**src/rtl/mips_pkg.sv**
```systemverilog
// Shared MIPS definitions: control-vector layout, bubble constant and
// instruction field positions used by the decode/execute boundary.
package mips_pkg;

    localparam int CTRL_W   = 10;

    // Control vector: {regWrite, memRead, memWrite, memToReg, aluSrc, regDst, aluOp[3:0]}
    localparam int REGWRITE = 9;
    localparam int MEMREAD  = 8;
    localparam int MEMWRITE = 7;
    localparam int MEMTOREG = 6;
    localparam int ALUSRC   = 5;
    localparam int REGDST   = 4;
    localparam int ALUOP_HI = 3;
    localparam int ALUOP_LO = 0;

    localparam logic [CTRL_W-1:0] CTRL_BUBBLE = 10'b0;

    localparam int RS_HI    = 25;
    localparam int RS_LO    = 21;
    localparam int RT_HI    = 20;
    localparam int RT_LO    = 16;
    localparam int RD_HI    = 15;
    localparam int RD_LO    = 11;
    localparam int SHAMT_HI = 10;
    localparam int SHAMT_LO = 6;
    localparam int IMM_HI   = 15;
    localparam int IMM_LO   = 0;

endpackage

```
**src/rtl/hazard_unit.sv**
```systemverilog
// Load-use hazard detection between the load in EX and the instruction in ID,
// plus the PC / IF-ID write enables that hold the front end during a stall.
module hazard_unit #(
    parameter int REG_AW = 5
) (
    input  logic              exMemRead,
    input  logic [REG_AW-1:0] exRt,
    input  logic [REG_AW-1:0] idRs,
    input  logic [REG_AW-1:0] idRt,
    input  logic              flush,
    output logic              hazard,
    output logic              pc_write,
    output logic              ifid_write
);

    assign hazard = exMemRead && (exRt != '0) && ((exRt == idRs) || (exRt == idRt));

    // A redirect must still write the PC, so flush overrides the stall.
    assign pc_write   = !(hazard && !flush);
    assign ifid_write = !(hazard && !flush);

endmodule

```
**src/rtl/id_ex_stage.sv**
```systemverilog
// ID/EX pipeline boundary: field decode, writeback bypass around the register
// file, load-use bubble insertion and a saturating stall counter.
module id_ex_stage
    import mips_pkg::*;
#(
    parameter int DATA_W = 32,
    parameter int REG_AW = 5
) (
    input  logic              clk,
    input  logic              rst,
    input  logic [31:0]       instr_id,
    input  logic [31:0]       pc4_id,
    input  logic [9:0]        ctrl_id,
    input  logic [DATA_W-1:0] rf_readData1,
    input  logic [DATA_W-1:0] rf_readData2,
    input  logic              wb_regWrite,
    input  logic [REG_AW-1:0] wb_writeReg,
    input  logic [DATA_W-1:0] wb_writeData,
    input  logic              flush,
    output logic              pc_write,
    output logic              ifid_write,
    output logic [9:0]        ctrl_ex,
    output logic [31:0]       pc4_ex,
    output logic [DATA_W-1:0] rs_data_ex,
    output logic [DATA_W-1:0] rt_data_ex,
    output logic [DATA_W-1:0] imm_ex,
    output logic [4:0]        shamt_ex,
    output logic [REG_AW-1:0] rs_ex,
    output logic [REG_AW-1:0] rt_ex,
    output logic [REG_AW-1:0] dest_ex,
    output logic [31:0]       stall_count
);

    logic [REG_AW-1:0] rsId;
    logic [REG_AW-1:0] rtId;
    logic [REG_AW-1:0] rdId;
    logic [4:0]        shamtId;
    logic [15:0]       immId;
    logic [REG_AW-1:0] destId;
    logic [DATA_W-1:0] rsVal;
    logic [DATA_W-1:0] rtVal;
    logic              hazard;
    logic              unusedOpcode;

    assign rsId    = instr_id[RS_HI:RS_LO];
    assign rtId    = instr_id[RT_HI:RT_LO];
    assign rdId    = instr_id[RD_HI:RD_LO];
    assign shamtId = instr_id[SHAMT_HI:SHAMT_LO];
    assign immId   = instr_id[IMM_HI:IMM_LO];
    assign destId  = ctrl_id[REGDST] ? rdId : rtId;

    // Opcode is already decoded into ctrl_id upstream.
    assign unusedOpcode = &{1'b0, instr_id[31:26]};

    // The register file does not return a same-edge write, so forward WB here.
    assign rsVal = (wb_regWrite && (wb_writeReg != '0) && (wb_writeReg == rsId))
                   ? wb_writeData : rf_readData1;
    assign rtVal = (wb_regWrite && (wb_writeReg != '0) && (wb_writeReg == rtId))
                   ? wb_writeData : rf_readData2;

    hazard_unit #(.REG_AW(REG_AW)) u_hazard (
        .exMemRead  (ctrl_ex[MEMREAD]),
        .exRt       (rt_ex),
        .idRs       (rsId),
        .idRt       (rtId),
        .flush      (flush),
        .hazard     (hazard),
        .pc_write   (pc_write),
        .ifid_write (ifid_write)
    );

    always_ff @(posedge clk) begin
        if (rst || flush || hazard) begin
            ctrl_ex    <= CTRL_BUBBLE;
            pc4_ex     <= '0;
            rs_data_ex <= '0;
            rt_data_ex <= '0;
            imm_ex     <= '0;
            shamt_ex   <= '0;
            rs_ex      <= '0;
            rt_ex      <= '0;
            dest_ex    <= '0;
        end else begin
            ctrl_ex    <= ctrl_id;
            pc4_ex     <= pc4_id;
            rs_data_ex <= rsVal;
            rt_data_ex <= rtVal;
            imm_ex     <= {{(DATA_W-16){immId[15]}}, immId};
            shamt_ex   <= shamtId;
            rs_ex      <= rsId;
            rt_ex      <= rtId;
            dest_ex    <= destId;
        end
    end

    // Only stalls that actually hold the front end are counted.
    always_ff @(posedge clk) begin
        if (rst) begin
            stall_count <= '0;
        end else if (hazard && !flush && (stall_count != 32'hFFFF_FFFF)) begin
            stall_count <= stall_count + 32'd1;
        end
    end

endmodule

```
**config.mk**
```make
export PLATFORM = sky130hd
export DESIGN_NAME = id_ex_stage
export DESIGN_NICKNAME = d
export VERILOG_FILES = /design/src/rtl/mips_pkg.sv /design/src/rtl/hazard_unit.sv /design/src/rtl/id_ex_stage.sv
export SDC_FILE = /design/constraint.sdc
export NUM_CORES = 1
export LEC_CHECK = 0
export CORE_UTILIZATION = 30
export CTS_BUF_LIST = sky130_fd_sc_hd__clkbuf_4
export DETAILED_ROUTE_END_ITERATION = 16
export GPL_TIMING_DRIVEN = 1
export PLACE_DENSITY = 0.66
export SKIP_LAST_GASP = 1
export SYNTH_ARGS = -nofsm -noshare
export SYNTH_HDL_FRONTEND = slang
export SYNTH_SLANG_ARGS = --single-unit
```
**constraint.sdc**
```tcl
create_clock -name clk -period 2.3 [get_ports clk]
set_clock_uncertainty 0.2 [all_clocks]
set_input_delay 0.23 -clock clk [delete_from_list [all_inputs] [get_ports clk]]
set_output_delay 0.23 -clock clk [all_outputs]
set_load 0.05 [all_outputs]
```
# [Yosys cells after proc, flatten, opt, wreduce, memory -nomap -nowiden]
# Cells that the tools add are included.
[totals] regBits=174 output_inout_bits=192
[classes] addsub=1 eq_ne=5 mux=3 reduce_logical=14
[op_table] op="$mux 32" n=2
[op_table] op="$add 32x1->32 const B" n=1
[op_table] op="$ne 32x32->1 const B" n=1
[op_table] op="$eq 5x5->1" n=4
[op_table] op="$reduce_bool 5->1" n=2
[op_table] op="$logic_and 1x1->1" n=7
[op_table] op="$mux 5" n=1
[op_table] op="$logic_or 1x1->1" n=3
[op_table] op="$logic_not 1->1" n=2

# [Logic depth before layout (Yosys ltp)]
[logic_depth] ltp_word=5 mapped_depth=9 mapped_depth_nobuf=7

# [Modules after synthesis]
# A second synthesis with hierarchy kept.
[unflattened] cells_unflattened=631 hier_area_um2=6386.1
[by_module_without_submodules] module="id_ex_stage" instances=1 cells_each=612 area_each_um2=6241.0 seq_area_each_um2=3383.2
[by_module_without_submodules] module="hazard_unit" instances=1 cells_each=19 area_each_um2=145.1 seq_area_each_um2=0.0

# [Least setup slack after synthesis]
# No wires, ideal clock.
[synth_path] path_kind="reg-to-reg" start="register rt_ex[0]" end="register stall_count[16]" setup_time_ns=0.070 arrival_time_ns=2.403 required_time_ns=2.030 slack_ns=-0.373 path_stages_with_launch=8 path_buffers=1 cell_sequence="dfxtp_1 > or4_1 > o21ai_2 > or2_2 > or3_4 > buf_6 > or4_1 > a21oi_1"
[synth_between] elab_chain_len=5 elab_cells_between_ends=8
[synth_lines] element="start: declaration" line="id_ex_stage.sv:29" text="output logic [REG_AW-1:0] rt_ex,"
[synth_lines] element="start signal: assignment" line="id_ex_stage.sv:91" text="rt_ex <= rtId;"
[synth_lines] element="$eq 5x5->1 or $reduce_bool 5->1 (tied branches)" line="hazard_unit.sv:16" text="assign hazard = exMemRead && (exRt != '0) && ((exRt == idRs) || (exRt == idRt));"
[synth_lines] element="$logic_or 1x1->1 or $logic_and 1x1->1 (tied branches)" line="hazard_unit.sv:16"
[synth_lines] element="$logic_and 1x1->1 *" line="hazard_unit.sv:16"
[synth_lines] element="$logic_and 1x1->1 * (2 in a row)" line="id_ex_stage.sv:100" text="end else if (hazard && !flush && (stall_count != 32'hFFFF_FFFF)) begin"
[synth_lines] element="end signal: assignment" line="id_ex_stage.sv:101" text="stall_count <= stall_count + 32'd1;"
[synth_lines] element="end: declaration" line="id_ex_stage.sv:31" text="output logic [31:0] stall_count"
# Every way passes the cells marked *; elsewhere a longest branch is shown, timed or not.
# A chain may end at the register's enable or synchronous reset.

# [Worst setup path after layout]
[layout_path] start="register rt_ex[3]" end="output pc_write"
[layout_between] elab_chain_len=5 elab_cells_between_ends=8
[layout_lines] element="$eq 5x5->1 or $reduce_bool 5->1 (tied branches)" line="hazard_unit.sv:16"
[layout_lines] element="$logic_or 1x1->1 or $logic_and 1x1->1 (tied branches)" line="hazard_unit.sv:16"
[layout_lines] element="$logic_and 1x1->1 *" line="hazard_unit.sv:16"
[layout_lines] element="$logic_and 1x1->1 *" line="hazard_unit.sv:19" text="assign pc_write = !(hazard && !flush);"
[layout_lines] element="$logic_not 1->1 *" line="hazard_unit.sv:19"
[layout_lines] element="end: declaration" line="id_ex_stage.sv:20" text="output logic pc_write,"
# Marked as above.

==> impl_metrics.xml <==
<?xml version="1.0" encoding="UTF-8"?>
<metrics>
  <group name="run_status">
    <metric name="outcome" unit="">finished, violations left</metric>
    <metric name="violated_checks" unit="">negative setup slack</metric>
  </group>
  <group name="timing">
    <metric name="rsz0062_at_grt" unit="">yes</metric>
    <metric name="finalSetupViolCount" unit="">29</metric>
    <metric name="fin_tns_setup" unit="ns">-0.790</metric>
    <metric name="slew_headroom" unit="%">55.8</metric>
    <metric name="setup_ws" unit="ns">-0.165</metric>
    <metric name="post-route-period-util" unit="%">107</metric>
    <metric name="achievable-frequency" unit="MHz">406</metric>
    <metric name="finalWorstPathRequiredPeriod" unit="ns">2.47</metric>
    <metric name="hold_violations" unit="">0</metric>
    <metric name="final-max-slew-violation-count" unit="">0</metric>
    <metric name="worst_slew_pin_slew" unit="ns">0.662</metric>
  </group>
  <group name="placed_design">
    <metric name="dp_hpwl" unit="mm">17.5</metric>
    <metric name="place.port_buffers" unit="">364</metric>
    <metric name="dp.cells" unit="">1277</metric>
    <metric name="post_dp_cell_area" unit="um2">10800</metric>
    <metric name="globalplace.congestion" unit="">0.862</metric>
  </group>
  <group name="synth">
    <metric name="ys_async_sr_fraction" unit="%">0</metric>
    <metric name="syn_area_per_cell" unit="um2">10.2</metric>
    <metric name="postSynthCellCount" unit="">624</metric>
    <metric name="synth_top_area_share" unit="%">53.4</metric>
    <metric name="ys_dominant_reg_cell" unit="">sky130_fd_sc_hd__dfxtp_1</metric>
    <metric name="yosys_warnings" unit="">0</metric>
    <metric name="syn-cell-area" unit="um2">6340</metric>
    <metric name="synthTopCellsByCount" unit="">sky130_fd_sc_hd__dfxtp_1, sky130_fd_sc_hd__nor2_1, sky130_fd_sc_hd__and2_1</metric>
    <metric name="ffs_latches_synth" unit="">169</metric>
    <metric name="synth_top_cells_by_area" unit="">sky130_fd_sc_hd__dfxtp_1, sky130_fd_sc_hd__mux2i_1, sky130_fd_sc_hd__and2_1</metric>
    <metric name="yosysUniqueCellTypes" unit="">44</metric>
    <metric name="post_syn_nets" unit="">804</metric>
    <metric name="synth_enable_flop_cells" unit="">0</metric>
    <metric name="synthDominantAreaCellType" unit="">sky130_fd_sc_hd__dfxtp_1</metric>
    <metric name="post-synth-top-count-cell" unit="">sky130_fd_sc_hd__dfxtp_1</metric>
    <metric name="synth.yosys.seq_area_share" unit="%">53.4</metric>
  </group>
  <group name="power">
    <metric name="power" unit="mW">6.23</metric>
    <metric name="vdd.ir_drop.worst" unit="mV">0.305</metric>
    <metric name="power.leakage" unit="nW">5.03</metric>
    <metric name="pwr_density_cell" unit="nW/um2">499</metric>
  </group>
  <group name="floorplan">
    <metric name="initial_utilization" unit="%">30.9</metric>
    <metric name="floorplan.die_area" unit="um2">21700</metric>
    <metric name="die_w" unit="um">147</metric>
    <metric name="floorplan.die.height" unit="um">147</metric>
    <metric name="io-pin-count" unit="">371</metric>
    <metric name="floorplan.rows" unit="">52</metric>
    <metric name="core" unit="um2">20500</metric>
  </group>
  <group name="global_routing">
    <metric name="grt_pass1_vias" unit="">6509</metric>
    <metric name="grt_antenna_before_repair" unit="">1</metric>
    <metric name="maximum_number_of_pins_on_one_net_before_global_route_repair" unit="">33</metric>
    <metric name="grt_usage" unit="%">21.9</metric>
    <metric name="grt_first_pass_wirelength" unit="mm">36.0</metric>
    <metric name="globalRoute.totalOverflow" unit="">0</metric>
  </group>
  <group name="clock_tree">
    <metric name="cts.sink_count" unit="">169</metric>
    <metric name="htreeDepth" unit="">4</metric>
    <metric name="clock_path_buffers" unit="">2</metric>
    <metric name="cts_tree" unit="">done</metric>
    <metric name="clock-root-buffer" unit="">sky130_fd_sc_hd__clkbuf_4</metric>
    <metric name="clkSlewWorstSetupHoldPaths" unit="ns">0.16</metric>
    <metric name="numCtsBuffers" unit="">17</metric>
    <metric name="clkLatencyLatePin" unit="ns">0.56</metric>
  </group>
  <group name="cells_and_area">
    <metric name="layout.cell_area.non_filler" unit="um2">12500</metric>
    <metric name="syn_to_final_growth" unit="%">96.9</metric>
    <metric name="final_layout_size_suffix_gt1_share" unit="%">21.5</metric>
    <metric name="final_cells" unit="">1418</metric>
    <metric name="num-fill-cells" unit="">1720</metric>
    <metric name="layout.nets" unit="">1315</metric>
  </group>
  <group name="routing">
    <metric name="met1_routed_length" unit="mm">9.30</metric>
    <metric name="vias" unit="">6435</metric>
    <metric name="routed_wire_length_per_instance" unit="um">17.3</metric>
    <metric name="drt_wl_total" unit="mm">24.5</metric>
    <metric name="avgViaCountPerCell" unit="">4.54</metric>
    <metric name="drt_first_pass_iters" unit="">4</metric>
    <metric name="drtIter0Drc" unit="">180</metric>
    <metric name="drc" unit="">0</metric>
    <metric name="met3RoutedLength" unit="mm">1.94</metric>
    <metric name="postRouteAntennaNets" unit="">0</metric>
    <metric name="wl_met2" unit="mm">12.7</metric>
    <metric name="routed.top_layer" unit="">met4</metric>
  </group>
  <group name="min_path">
    <metric name="hold_path_class" unit="">in2reg</metric>
  </group>
  <group name="run">
    <metric name="max-cap-violations" unit="">0</metric>
  </group>
  <group name="setup_path">
    <metric name="timing.setup.critical_path_class" unit="">reg2out</metric>
    <metric name="critical_path.endpoint_type" unit="">output port</metric>
    <metric name="critical_path_peak_fanout" unit="">3</metric>
    <metric name="timing.critical_path.required" unit="ns">1.87</metric>
    <metric name="critical_path_at" unit="ns">2.04</metric>
    <metric name="worstSetupStartpointType" unit="">flip-flop</metric>
  </group>
</metrics>
[metrics by stage]
step | hold WS (ns) | utilization, % | setup WS [ns]
2_1_floorplan | 0.151 | - | -0.0335
3_3_place_gp | 0.285 | 52.7 | -0.431
3_5_place_dp | 0.294 | 52.7 | -0.439
4_1_cts | 0.000230 | 59.0 | -0.253
5_1_grt | 0.0153 | 60.9 | -0.246
6_report | 0.0446 | 60.9 | -0.165
[path summary, 6_finish.rpt]
check | slack (ns) | to | depth (start not counted) | from
max reg2reg | -0.07 | stall_count[12] | 8 | rt_ex[3]
min | 0.04 | rs_data_ex[11] | 3 | rf_readData1[11]
max | -0.17 | pc_write | 6 | rt_ex[3]
min reg2reg | 0.33 | stall_count[26] | 2 | stall_count[26]
[registers in the layout (all words and copies together) (netlist names)]
signal       flops
stall_count     32
imm_ex          16
rt_data_ex      32
rs_ex            5
rt_ex            5
pc4_ex          32
rs_data_ex      32
ctrl_ex         10
dest_ex          5
[per-layer routing]
metal | global-route usage, % | vias to the layer above
met4 | 8.61 | 0
met3 | 7.61 | 32
li1 | - | 3139
met5 | 0 | -
met2 | 38.8 | 233
met1 | 23.7 | 3031
[worst max-delay path, stage by stage (launching register included)]
cell and delay (ns):
sky130_fd_sc_hd__dfxtp_4 0.37, sky130_fd_sc_hd__or4_4 0.54, sky130_fd_sc_hd__o21ai_4 0.16, sky130_fd_sc_hd__buf_6 0.13, sky130_fd_sc_hd__nor2_4 0.04, sky130_fd_sc_hd__nand2_4 0.08
sky130_fd_sc_hd__buf_8 0.15
[cell usage in the layout, fill, tap and decap left out, types with 15 or more instances in the layout]
cell / count
sky130_fd_sc_hd__clkdlybuf4s50_1: 312
sky130_fd_sc_hd__dfxtp_1: 136
sky130_fd_sc_hd__dlygate4sd3_1: 80
sky130_fd_sc_hd__nor2_1: 78
sky130_fd_sc_hd__buf_4: 70
sky130_fd_sc_hd__mux2i_1: 69
sky130_fd_sc_hd__and2_1: 63
sky130_fd_sc_hd__dlygate4sd2_1: 30
sky130_fd_sc_hd__dfxtp_4: 23
sky130_fd_sc_hd__clkbuf_4: 17
sky130_fd_sc_hd__buf_6: 16
sky130_fd_sc_hd__xnor2_1: 15
sky130_fd_sc_hd__nand2_1: 15
sky130_fd_sc_hd__o21ai_0: 15
[timing repair]
action	in CTS	in global routing
hold endpoints to repair	80	0
cloned	5	5
setup endpoints to repair	64	163
pin swaps	33	19
hold buffers	80	0
buffers inserted	11	10
resized for setup	66	80
[kinds of logic after synthesis]
group                      after synthesis  share of synthesized area (%)
and+or+nand+nor                        249                           21.8
xor gates and xnor gates                24                           3.32
DFF                                    169                           53.4
AOI/OAI and AO/OA                       56                           5.29
adders and majority gates                1                          0.197
muxes                                   71                           11.3
buffers and inverters                   54                           4.80
[layout make-up]
type / instances / area, um2 / share of cell area (%)
Tap cell: 270 / 338 / 2.71
Antenna cell: 1 / 2.50 / 0.0200
Timing Repair Buffer: 542 / 5380 / 43.1
Sequential cell: 169 / 3480 / 27.9
Inverter: 1 / 3.75 / 0.0301
Clock buffer: 17 / 128 / 1.02
Multi-Input combinational cell: 404 / 3000 / 24.0
Clock inverter: 14 / 144 / 1.15
[power breakdown]
part           switching [mW]  leakage, nW  internal (mW)  total [mW]
clock                    1.11        0.155          0.651        1.76
combinational           0.727         3.47          0.709        1.44
sequential             0.0343         1.41           3.00        3.04
total                    1.87         5.03           4.36        6.23
Note: power is estimated with default switching activity, not from simulation.
